`src/rtl/spi_xfer_sequencer_if.sv`:
```
// Bundles the command, SPI-master PISO/SIPO and response signals of spi_xfer_sequencer.
// The slave modport is the sequencer's view; the master modport is the view of whatever drives it.
interface spi_xfer_sequencer_if #(
  parameter int MAX_XFER_SIZE  = 32,
  parameter int XFER_CNT_WIDTH = $clog2(MAX_XFER_SIZE),
  parameter int CMD_DEPTH      = 4,
  parameter int RSP_DEPTH      = 4
);
  logic [MAX_XFER_SIZE-1:0]         i_cmd_data;
  logic [XFER_CNT_WIDTH-1:0]        i_cmd_size;
  logic                             i_cmd_valid;
  logic                             o_cmd_ready;
  logic [MAX_XFER_SIZE-1:0]         o_piso_data;
  logic [XFER_CNT_WIDTH-1:0]        o_piso_xfer_size;
  logic                             o_piso_req;
  logic                             i_piso_ack;
  logic [MAX_XFER_SIZE-1:0]         i_sipo_data;
  logic                             i_sipo_rdy;
  logic [MAX_XFER_SIZE-1:0]         o_rsp_data;
  logic                             o_rsp_err;
  logic                             o_rsp_valid;
  logic                             i_rsp_ready;
  logic                             o_busy;
  logic [$clog2(CMD_DEPTH+1)-1:0]   o_cmd_count;
  logic [$clog2(RSP_DEPTH+1)-1:0]   o_rsp_count;

  modport slave (
    input  i_cmd_data, i_cmd_size, i_cmd_valid, i_piso_ack, i_sipo_data, i_sipo_rdy, i_rsp_ready,
    output o_cmd_ready, o_piso_data, o_piso_xfer_size, o_piso_req, o_rsp_data, o_rsp_err,
           o_rsp_valid, o_busy, o_cmd_count, o_rsp_count
  );

  modport master (
    output i_cmd_data, i_cmd_size, i_cmd_valid, i_piso_ack, i_sipo_data, i_sipo_rdy, i_rsp_ready,
    input  o_cmd_ready, o_piso_data, o_piso_xfer_size, o_piso_req, o_rsp_data, o_rsp_err,
           o_rsp_valid, o_busy, o_cmd_count, o_rsp_count
  );
endinterface

```
`src/rtl/spi_xfer_sequencer.sv`:
```
// Command FIFO -> one-at-a-time SPI master transfer -> response FIFO with per-transfer timeout.
//   state      | meaning
//   S_IDLE     | no transfer outstanding; pops a command when one is queued and response space exists
//   S_REQ      | o_piso_req high, waiting for the master to ack (or finish, or time out)
//   S_WAIT_RSP | acked, waiting for i_sipo_rdy or timeout
module spi_xfer_sequencer #(
  parameter int MAX_XFER_SIZE  = 32,
  parameter int XFER_CNT_WIDTH = $clog2(MAX_XFER_SIZE),
  parameter int CMD_DEPTH      = 4,
  parameter int RSP_DEPTH      = 4,
  parameter int TIMEOUT_CYCLES = 65535,
  parameter int TO_WIDTH       = 16
) (
  input logic i_sys_clk,
  input logic i_rst,
  spi_xfer_sequencer_if.slave bus
);
  localparam int CPW     = $clog2(CMD_DEPTH);
  localparam int RPW     = $clog2(RSP_DEPTH);
  localparam int CCW     = $clog2(CMD_DEPTH+1);
  localparam int RCW     = $clog2(RSP_DEPTH+1);
  localparam int TO_LOAD = (TIMEOUT_CYCLES > 0) ? TIMEOUT_CYCLES - 1 : 0;
  localparam logic [CCW-1:0]      CMD_FULL = CCW'(CMD_DEPTH);
  localparam logic [RCW-1:0]      RSP_FULL = RCW'(RSP_DEPTH);
  localparam logic [TO_WIDTH-1:0] TO_INIT  = TO_WIDTH'(TO_LOAD);

  typedef enum logic [1:0] {S_IDLE, S_REQ, S_WAIT_RSP} state_t;
  state_t state;

  logic [MAX_XFER_SIZE-1:0]  cmd_data_mem [CMD_DEPTH];
  logic [XFER_CNT_WIDTH-1:0] cmd_size_mem [CMD_DEPTH];
  logic [CPW-1:0]            cmd_wr_ptr, cmd_rd_ptr;
  logic [CCW-1:0]            cmd_count;
  logic                      cmd_push, cmd_pop;

  logic [MAX_XFER_SIZE-1:0]  rsp_data_mem [RSP_DEPTH];
  logic                      rsp_err_mem  [RSP_DEPTH];
  logic [RPW-1:0]            rsp_wr_ptr, rsp_rd_ptr;
  logic [RCW-1:0]            rsp_count;
  logic                      rsp_push, rsp_pop, rsp_push_err, rsp_valid;
  logic [MAX_XFER_SIZE-1:0]  rsp_push_data;

  logic [MAX_XFER_SIZE-1:0]  piso_data;
  logic [XFER_CNT_WIDTH-1:0] piso_size;
  logic                      piso_req, busy, active, timeout_hit;
  logic [TO_WIDTH-1:0]       to_cnt;

  // Timeout is a down-counter loaded with TIMEOUT_CYCLES-1; terminal count is zero.
  assign active        = (state == S_REQ) || (state == S_WAIT_RSP);
  assign timeout_hit   = (TIMEOUT_CYCLES != 0) && (to_cnt == '0);
  assign cmd_push      = bus.i_cmd_valid && (cmd_count < CMD_FULL);
  assign cmd_pop       = (state == S_IDLE) && (cmd_count != '0) && (rsp_count < RSP_FULL);
  assign rsp_push      = active && (bus.i_sipo_rdy || timeout_hit);
  assign rsp_push_err  = !bus.i_sipo_rdy;
  assign rsp_push_data = bus.i_sipo_rdy ? bus.i_sipo_data : '0;
  assign rsp_valid     = (rsp_count != '0);
  assign rsp_pop       = rsp_valid && bus.i_rsp_ready;

  always_ff @(posedge i_sys_clk) begin
    if (cmd_push) begin
      cmd_data_mem[cmd_wr_ptr] <= bus.i_cmd_data;
      cmd_size_mem[cmd_wr_ptr] <= bus.i_cmd_size;
    end
    if (rsp_push) begin
      rsp_data_mem[rsp_wr_ptr] <= rsp_push_data;
      rsp_err_mem[rsp_wr_ptr]  <= rsp_push_err;
    end
  end

  always_ff @(posedge i_sys_clk or posedge i_rst) begin
    if (i_rst) begin
      cmd_wr_ptr <= '0;
      cmd_rd_ptr <= '0;
      cmd_count  <= '0;
      rsp_wr_ptr <= '0;
      rsp_rd_ptr <= '0;
      rsp_count  <= '0;
    end else begin
      if (cmd_push) cmd_wr_ptr <= cmd_wr_ptr + 1'b1;
      if (cmd_pop)  cmd_rd_ptr <= cmd_rd_ptr + 1'b1;
      case ({cmd_push, cmd_pop})
        2'b10:   cmd_count <= cmd_count + 1'b1;
        2'b01:   cmd_count <= cmd_count - 1'b1;
        default: ;
      endcase
      if (rsp_push) rsp_wr_ptr <= rsp_wr_ptr + 1'b1;
      if (rsp_pop)  rsp_rd_ptr <= rsp_rd_ptr + 1'b1;
      case ({rsp_push, rsp_pop})
        2'b10:   rsp_count <= rsp_count + 1'b1;
        2'b01:   rsp_count <= rsp_count - 1'b1;
        default: ;
      endcase
    end
  end

  always_ff @(posedge i_sys_clk or posedge i_rst) begin
    if (i_rst) begin
      state     <= S_IDLE;
      piso_req  <= 1'b0;
      piso_data <= '0;
      piso_size <= '0;
      busy      <= 1'b0;
      to_cnt    <= '0;
    end else begin
      case (state)
        S_IDLE: begin
          if (cmd_pop) begin
            piso_data <= cmd_data_mem[cmd_rd_ptr];
            piso_size <= cmd_size_mem[cmd_rd_ptr];
            to_cnt    <= TO_INIT;
            piso_req  <= 1'b1;
            busy      <= 1'b1;
            state     <= S_REQ;
          end
        end
        S_REQ: begin
          // A finished transfer (or timeout) takes priority over a same-cycle ack.
          if (rsp_push) begin
            piso_req <= 1'b0;
            busy     <= 1'b0;
            state    <= S_IDLE;
          end else begin
            to_cnt <= to_cnt - 1'b1;
            if (bus.i_piso_ack) begin
              piso_req <= 1'b0;
              state    <= S_WAIT_RSP;
            end
          end
        end
        S_WAIT_RSP: begin
          if (rsp_push) begin
            busy  <= 1'b0;
            state <= S_IDLE;
          end else begin
            to_cnt <= to_cnt - 1'b1;
          end
        end
        default: begin
          piso_req <= 1'b0;
          busy     <= 1'b0;
          state    <= S_IDLE;
        end
      endcase
    end
  end

  assign bus.o_cmd_ready      = (cmd_count < CMD_FULL);
  assign bus.o_cmd_count      = cmd_count;
  assign bus.o_rsp_count      = rsp_count;
  assign bus.o_rsp_valid      = rsp_valid;
  assign bus.o_rsp_data       = rsp_valid ? rsp_data_mem[rsp_rd_ptr] : '0;
  assign bus.o_rsp_err        = rsp_valid ? rsp_err_mem[rsp_rd_ptr] : 1'b0;
  assign bus.o_piso_req       = piso_req;
  assign bus.o_piso_data      = piso_data;
  assign bus.o_piso_xfer_size = piso_size;
  assign bus.o_busy           = busy;
endmodule

```
`src/flat_wrapper.sv`:
```
// flat-port wrapper written by rule: the top's interface ports become plain ports
module spi_xfer_sequencer_flat 
#(
  parameter int MAX_XFER_SIZE  = 32,
  parameter int XFER_CNT_WIDTH = $clog2(MAX_XFER_SIZE),
  parameter int CMD_DEPTH      = 4,
  parameter int RSP_DEPTH      = 4,
  parameter int TIMEOUT_CYCLES = 65535,
  parameter int TO_WIDTH       = 16
)
  (i_sys_clk, i_rst, bus_i_cmd_data, bus_i_cmd_size, bus_i_cmd_valid, bus_i_piso_ack, bus_i_sipo_data, bus_i_sipo_rdy, bus_i_rsp_ready, bus_o_cmd_ready, bus_o_piso_data, bus_o_piso_xfer_size, bus_o_piso_req, bus_o_rsp_data, bus_o_rsp_err, bus_o_rsp_valid, bus_o_busy, bus_o_cmd_count, bus_o_rsp_count);
  spi_xfer_sequencer_if #(.MAX_XFER_SIZE(MAX_XFER_SIZE), .XFER_CNT_WIDTH(XFER_CNT_WIDTH), .CMD_DEPTH(CMD_DEPTH), .RSP_DEPTH(RSP_DEPTH)) bus_i ();
  input logic i_sys_clk;
  input logic i_rst;
  input wire logic [$bits(bus_i.i_cmd_data)-1:0] bus_i_cmd_data;
  input wire logic [$bits(bus_i.i_cmd_size)-1:0] bus_i_cmd_size;
  input wire logic [$bits(bus_i.i_cmd_valid)-1:0] bus_i_cmd_valid;
  input wire logic [$bits(bus_i.i_piso_ack)-1:0] bus_i_piso_ack;
  input wire logic [$bits(bus_i.i_sipo_data)-1:0] bus_i_sipo_data;
  input wire logic [$bits(bus_i.i_sipo_rdy)-1:0] bus_i_sipo_rdy;
  input wire logic [$bits(bus_i.i_rsp_ready)-1:0] bus_i_rsp_ready;
  output wire logic [$bits(bus_i.o_cmd_ready)-1:0] bus_o_cmd_ready;
  output wire logic [$bits(bus_i.o_piso_data)-1:0] bus_o_piso_data;
  output wire logic [$bits(bus_i.o_piso_xfer_size)-1:0] bus_o_piso_xfer_size;
  output wire logic [$bits(bus_i.o_piso_req)-1:0] bus_o_piso_req;
  output wire logic [$bits(bus_i.o_rsp_data)-1:0] bus_o_rsp_data;
  output wire logic [$bits(bus_i.o_rsp_err)-1:0] bus_o_rsp_err;
  output wire logic [$bits(bus_i.o_rsp_valid)-1:0] bus_o_rsp_valid;
  output wire logic [$bits(bus_i.o_busy)-1:0] bus_o_busy;
  output wire logic [$bits(bus_i.o_cmd_count)-1:0] bus_o_cmd_count;
  output wire logic [$bits(bus_i.o_rsp_count)-1:0] bus_o_rsp_count;
  assign bus_i.i_cmd_data = bus_i_cmd_data;
  assign bus_i.i_cmd_size = bus_i_cmd_size;
  assign bus_i.i_cmd_valid = bus_i_cmd_valid;
  assign bus_i.i_piso_ack = bus_i_piso_ack;
  assign bus_i.i_sipo_data = bus_i_sipo_data;
  assign bus_i.i_sipo_rdy = bus_i_sipo_rdy;
  assign bus_i.i_rsp_ready = bus_i_rsp_ready;
  assign bus_o_cmd_ready = bus_i.o_cmd_ready;
  assign bus_o_piso_data = bus_i.o_piso_data;
  assign bus_o_piso_xfer_size = bus_i.o_piso_xfer_size;
  assign bus_o_piso_req = bus_i.o_piso_req;
  assign bus_o_rsp_data = bus_i.o_rsp_data;
  assign bus_o_rsp_err = bus_i.o_rsp_err;
  assign bus_o_rsp_valid = bus_i.o_rsp_valid;
  assign bus_o_busy = bus_i.o_busy;
  assign bus_o_cmd_count = bus_i.o_cmd_count;
  assign bus_o_rsp_count = bus_i.o_rsp_count;
  spi_xfer_sequencer #(.MAX_XFER_SIZE(MAX_XFER_SIZE), .XFER_CNT_WIDTH(XFER_CNT_WIDTH), .CMD_DEPTH(CMD_DEPTH), .RSP_DEPTH(RSP_DEPTH), .TIMEOUT_CYCLES(TIMEOUT_CYCLES), .TO_WIDTH(TO_WIDTH)) u_core (.i_sys_clk(i_sys_clk), .i_rst(i_rst), .bus(bus_i));
endmodule
```
`config.mk`:
```
export PLATFORM = sky130hd
export DESIGN_NAME = spi_xfer_sequencer_flat
export DESIGN_NICKNAME = d
export VERILOG_FILES = /design/src/rtl/spi_xfer_sequencer_if.sv /design/src/rtl/spi_xfer_sequencer.sv /design/src/flat_wrapper.sv
export SDC_FILE = /design/constraint.sdc
export NUM_CORES = 1
export LEC_CHECK = 0
export CORE_ASPECT_RATIO = 1.2
export CORE_MARGIN = 4
export CORE_UTILIZATION = 40
export DETAILED_ROUTE_END_ITERATION = 8
export DONT_BUFFER_PORTS = 1
export GPL_TIMING_DRIVEN = 0
export MAX_ROUTING_LAYER = met4
export PLACE_DENSITY = 0.63
export REMOVE_ABC_BUFFERS = 1
export SKIP_CTS_REPAIR_TIMING = 1
export SYNTH_ARGS = -nofsm -noshare
export SYNTH_HDL_FRONTEND = slang
export SYNTH_SLANG_ARGS = --single-unit
```
`constraint.sdc`:
```
create_clock -name i_sys_clk -period 4.45 [get_ports i_sys_clk]
set_clock_uncertainty 0.05 [all_clocks]
set_input_delay 0.2225 -clock i_sys_clk [delete_from_list [all_inputs] [get_ports i_sys_clk]]
set_output_delay 0.2225 -clock i_sys_clk [all_outputs]
set_load 0.03 [all_outputs]
```
# Word-level counts from Yosys, hierarchy flattened
# Memories as Yosys holds them, arrays and structs flattened. A register that Yosys moved wholly into a read port is not among the register bits.
# Cells that the tools add are included.
# word_totals
n_memories	4
ramBits	280
ff_bits	34
out_inout_bits	80
inputBits	75
word_cells	81
# classes
n_addsub	9
n_mux	23
bitwise	1
n_lt_le_gt_ge	2
n_reduce_logical	21
n_eq_ne	11
# mem_list
memory	words	word_bits	rd	rd_clocked_by_memory_dff	write_ports	line	text
u_core.cmd_data_mem	4	32	1	1	1	spi_xfer_sequencer.sv:30	logic [MAX_XFER_SIZE-1:0] cmd_data_mem [CMD_DEPTH];
u_core.rsp_data_mem	4	32	1	0	1	spi_xfer_sequencer.sv:36	logic [MAX_XFER_SIZE-1:0] rsp_data_mem [RSP_DEPTH];
u_core.cmd_size_mem	4	5	1	1	1	spi_xfer_sequencer.sv:31	logic [XFER_CNT_WIDTH-1:0] cmd_size_mem [CMD_DEPTH];
u_core.rsp_err_mem	4	1	1	0	1	spi_xfer_sequencer.sv:37	logic rsp_err_mem [RSP_DEPTH];
# ops
operator	count
two-way mux 32 bit	2
two-way mux 16 bit	2
case mux 16 bit (2 select lines)	1
logical NOT 16 bit	1
subtractor 16 x 1 -> 16 bit, second input constant	1
case mux 3 bit (2 select lines)	2
two-way mux 1 bit	9
AND reduction 3 bit	3
adder 2 x 1 -> 2 bit, second input constant	4
two-way mux 2 bit	4
adder 3 x 1 -> 3 bit, second input constant	2
== test 2 x 1 -> 1 bit, second input constant	3
== test 2 bit, second input constant	3
less-than comparator 3 bit, second input constant	2
inequality test 2 x 1 -> 1 bit, second input constant	3
case mux 2 bit (3 select lines)	1
nonzero test 2 bit	3
nonzero test 3 bit	2
subtractor 3 x 1 -> 3 bit, second input constant	2
logical AND 1 bit	5
AND reduction 2 bit	2
inequality test 3 x 2 -> 1 bit, second input constant	1
case mux 1 bit (3 select lines)	1
logical NOT 2 bit	1
other kinds (6)	7

# Logic depth before layout (Yosys ltp)
# logic_depth
word_depth	5
ltp_mapped	13
ltp_nobuf	13

# Least setup slack after synthesis
# No wires, ideal clock.
# synth_timing
kind	reg2reg
startpoint	reg u_core.to_cnt[0]
endpoint	mem u_core.rsp_data_mem[0][0], enable pin
synth_period_minus_slack_ps	2813
arrival_ps	2369
path_stages_with_launch	8
setup_time_ps	393
slack_ps	1637
path_cell_list	dfrtp_1 > inv_1 > ha_1 > nor3b_1 > nand2_1 > o21a_1 > nor2_4 > and2_1
# synth_between
elab_chain_cells	5
# synth_lines
element	line	text
start: declaration	spi_xfer_sequencer.sv:46	logic [TO_WIDTH-1:0] to_cnt;
start signal: assignment	spi_xfer_sequencer.sv:123	to_cnt <= to_cnt - 1'b1;
start signal: assignment	spi_xfer_sequencer.sv:135	to_cnt <= to_cnt - 1'b1;
logical NOT 16 bit	spi_xfer_sequencer.sv:50	assign timeout_hit = (TIMEOUT_CYCLES != 0) && (to_cnt == '0);
logical OR 1 bit	spi_xfer_sequencer.sv:53	assign rsp_push = active && (bus.i_sipo_rdy || timeout_hit);
logical AND 1 bit	spi_xfer_sequencer.sv:53	
two-way mux 1 bit	spi_xfer_sequencer.sv:64	if (rsp_push) begin
two-way mux 1 bit (not written as such)	spi_xfer_sequencer.sv:65	rsp_data_mem[rsp_wr_ptr] <= rsp_push_data;
end: declaration	spi_xfer_sequencer.sv:36	
# Every way passes these cells.

# Worst setup path in the final report
# layout_timing
startpoint	reg u_core.to_cnt[0]
endpoint	mem u_core.rsp_data_mem[2][2], enable pin
# The elaborated chain is that of the path after synthesis.

==> metrics <==
total iterations of the first detailed-routing run=4; initial antenna violation count=1; fmax=~340 MHz; first-pass GRT wire length=41000 µm; unrepaired setup endpoints after global routing=false; Cell Count, Final, Fillers Out=roughly 1300; share of cells above drive strength 1=0.247; GP Congestion=0.718; Die Y=~210 µm; initial core utilization=0.407; internal power=7.47 mW; Antenna Nets Post-Route=0; Cell Chain, Critical Path=inv_1, ha_1, nor3b_1, nand2_1, o21a_1, nor2_4, and2_2, buf_16; Final Hold Viols=0; biggest area consumer among synthesized cells=edfxtp_1; Tightest Hold Check Type=input pin to async pin; CP required=4.61 ns; grt ovf=0; GR peak layer=met2; FF+latch count, synth=around 350; nets@finish=918; clk root buf=clkbuf_16; htree depth=2; CTS sink count=351; Top FF cell, synth=edfxtp_1; CP Data Arrival Time=between 3 and 4 ns; Pwr Density=682 mW/mm²; Slew @ Worst Pin=0.909 ns; CP max stage delay=0.55 ns; net switching power=roughly 3.9 mW; Core ar.=0.0343 mm²; I/O pin count=155; fillers=2877; Switching Share=0.342; DRT iter0 DRCs=roughly 340; largest net degree at the start of global routing=61; row count=74; clock network power share=0.261; Setup CP Type=register to register; Inst Count DP=1169; GR Util All Layers=0.144; Vias=between 6000 and 7000; grt met3 use=0.0539; cell count after synthesis=728; grt met2 use=0.241; Crit Path Max Fanout=18; worst hold slack=0.0467 ns; Worst setup EP type=register; crit path launch type=register; vias in the first global route=7056; ranking of synthesized cells by area=edfxtp_1 60%, dfrtp_1 13%, mux4_2 11%; synth warn=0; Tmin final=2.96 ns; Setup violations, final=0; sequential area share after synthesis=0.730; Tot Pwr=11.4 mW; fin crit share=0.666; met1 Use GR=0.164; Port-buffer cells=0; area grow syn2layout=19.3%; cell area after synthesis=approximately 0.014 mm²; Post-synth ARST share=0.202; post-detailed-route wirelength per cell=20.2 µm; via/cell ratio=5.12; CTS tree=done; HPWL Detailed=16400 µm; WL final=around 27000 µm; Netlist cell types=between 50 and 60; Post-synth EDFFs=280; maximum clock path buffer count=3; Avg Inst Size Synth=19.2 µm²; Die ar.=0.0380 mm²; drt drc=0; Comb pwr share=0.274; die width=between 150 and 200 µm; number of buffers created by CTS=37; Seq pwr share=0.464; Final TNS setup=0 ns; status=completed; Worst-path clk slew=0.06 ns; leakage=5.67 nW; max-cap violations=0; fin. max-slew vios=0; CP max-delay cell=nor3b_1; Slew HR=0.394; Max VDD drop=approximately 0.37 mV; clk_lat worst skew=slightly above 0.5 ns; top-area cell type share of the netlist area=0.603
cells in the mapped netlist (all sizes together), types with 3 or more instances:
| master | n |
|---|---|
| o31ai | 4 |
| nor2 | 8 |
| mux4 | 70 |
| nand2 | 17 |
| or2 | 3 |
| buf | 8 |
| a21oi | 3 |
| clkbuf | 23 |
| mux2 | 40 |
| edfxtp | 280 |
| inv | 23 |
| o21ai | 10 |
| or4 | 5 |
| o211ai | 5 |
| or3 | 6 |
| xor2 | 10 |
| dfrtp | 71 |
| and2 | 76 |
| ha | 16 |
| xnor2 | 8 |
| nand3 | 13 |
| nor3 | 4 |
| nor3b | 4 |
power by group through the flow:
stage          sequential, mW  combinational [mW]  clock, mW
2_1_floorplan            5.18                2.41          0
3_3_place_gp             5.46                2.91          0
3_5_place_dp             5.38                3.10          0
4_1_cts                  5.31                3.11       3.06
5_1_grt                  5.39                3.41       3.21
6_report                 5.27                3.12       2.96
through the flow:
step / util / cell area [µm²] / setup WS (ns)
finish: 0.486 / 16700 / 1.49
global route: 0.486 / 16700 / 1.26
CTS: 0.464 / 15900 / 1.12
detailed placement: 0.430 / 14700 / 1.17
global placement: 0.420 / 14400 / -3.66
floorplan: - / 13800 / -0.722
cells in the final DEF (no fill, tap or decap), types with 4 or more instances in the layout:
| master | Yosys | layout |
|---|---|---|
| edfxtp_1 | 280 | 280 |
| dlygate4sd3_1 | 0 | 72 |
| mux4_2 | 70 | 70 |
| and2_1 | 76 | 68 |
| dfrtp_1 | 71 | 67 |
| mux2_2 | 39 | 39 |
| clkbuf_16 | 0 | 39 |
| inv_1 | 23 | 22 |
| nand2_1 | 17 | 17 |
| ha_1 | 16 | 16 |
| nand3_1 | 12 | 12 |
| xor2_1 | 10 | 10 |
| o21ai_0 | 10 | 10 |
| clkbuf_1 | 23 | 10 |
| buf_12 | 0 | 9 |
| xnor2_1 | 8 | 8 |
| and2_2 | 0 | 8 |
| clkinv_2 | 0 | 8 |
| nor2_1 | 7 | 7 |
| or3_1 | 6 | 5 |
| o211ai_1 | 4 | 4 |
| buf_6 | 0 | 4 |
critical path, delay by kind of cell (launching register included):
family	cells	cell delay [ns]
adders and majority gates	1	0.16
DFF	1	0.41
buffers and inverters	2	0.30
and+or+nand+nor	4	1.41
AOI/OAI and AO/OA	1	0.31
metal layers:
metal | vias to the layer above | routed length [µm]
li1 | 3032 | -
met1 | 3460 | 10600
met2 | 180 | 13500
met3 | 42 | 2010
met4 | 0 | 505
met5 | - | 0
final cells by class:
| cell class | count | area [µm²] | share of cell area |
|---|---|---|---|
| Tap cell | 456 | 571 | 0.0343 |
| Multi-Input combinational cell | 323 | 3580 | 0.215 |
| Sequential cell | 351 | 10200 | 0.612 |
| Antenna cell | 1 | 2.50 | 0.000150 |
| Clock buffer | 50 | 1030 | 0.0617 |
| Timing Repair Buffer | 89 | 1040 | 0.0627 |
| Clock inverter | 18 | 154 | 0.00924 |
| Inverter | 23 | 88.8 | 0.00533 |
cell families (layout without fill, tap and decap cells):
group | count (synthesis) | count (layout) | share of synthesized area
buffers and inverters | 54 | 180 | 0.0151
AOI/OAI and AO/OA | 31 | 31 | 0.0163
DFF | 351 | 351 | 0.730
and+or+nand+nor | 145 | 145 | 0.0640
muxes | 111 | 111 | 0.146
xor gates and xnor gates | 18 | 18 | 0.0113
adders and majority gates | 18 | 18 | 0.0172
other | 0 | 1 | 0
flip-flops by register name, summed over array words and instances (netlist names), 3 cells and up:
signal / flops
u_core.bus.o_cmd_count: 3
u_core.cmd_size_mem: 20
u_core.to_cnt: 16
u_core.bus.o_piso_xfer_size: 5
u_core.cmd_data_mem: 128
u_core.bus.o_rsp_count: 3
u_core.rsp_err_mem: 4
u_core.bus.o_piso_data: 32
u_core.rsp_data_mem: 128
worst paths after layout:
path	start	to	slack, ns	cells past startpoint
max reg2reg	u_core.to_cnt[0]	u_core.rsp_data_mem[2][2]	1.49	8
max in group asynchronous	i_rst	u_core.rsp_rd_ptr[0]	3.67	3
min	i_rst	u_core.bus.o_piso_xfer_size[0]	0.05	2
min reg2reg	u_core.to_cnt[0]	u_core.to_cnt[0]	0.50	1
max	u_core.to_cnt[0]	u_core.rsp_data_mem[2][2]	1.49	8
min in group i_sys_clk	bus_i_cmd_valid	u_core.cmd_wr_ptr[0]	0.05	2
No activity file was read; power rests on OpenSTA's default activity.
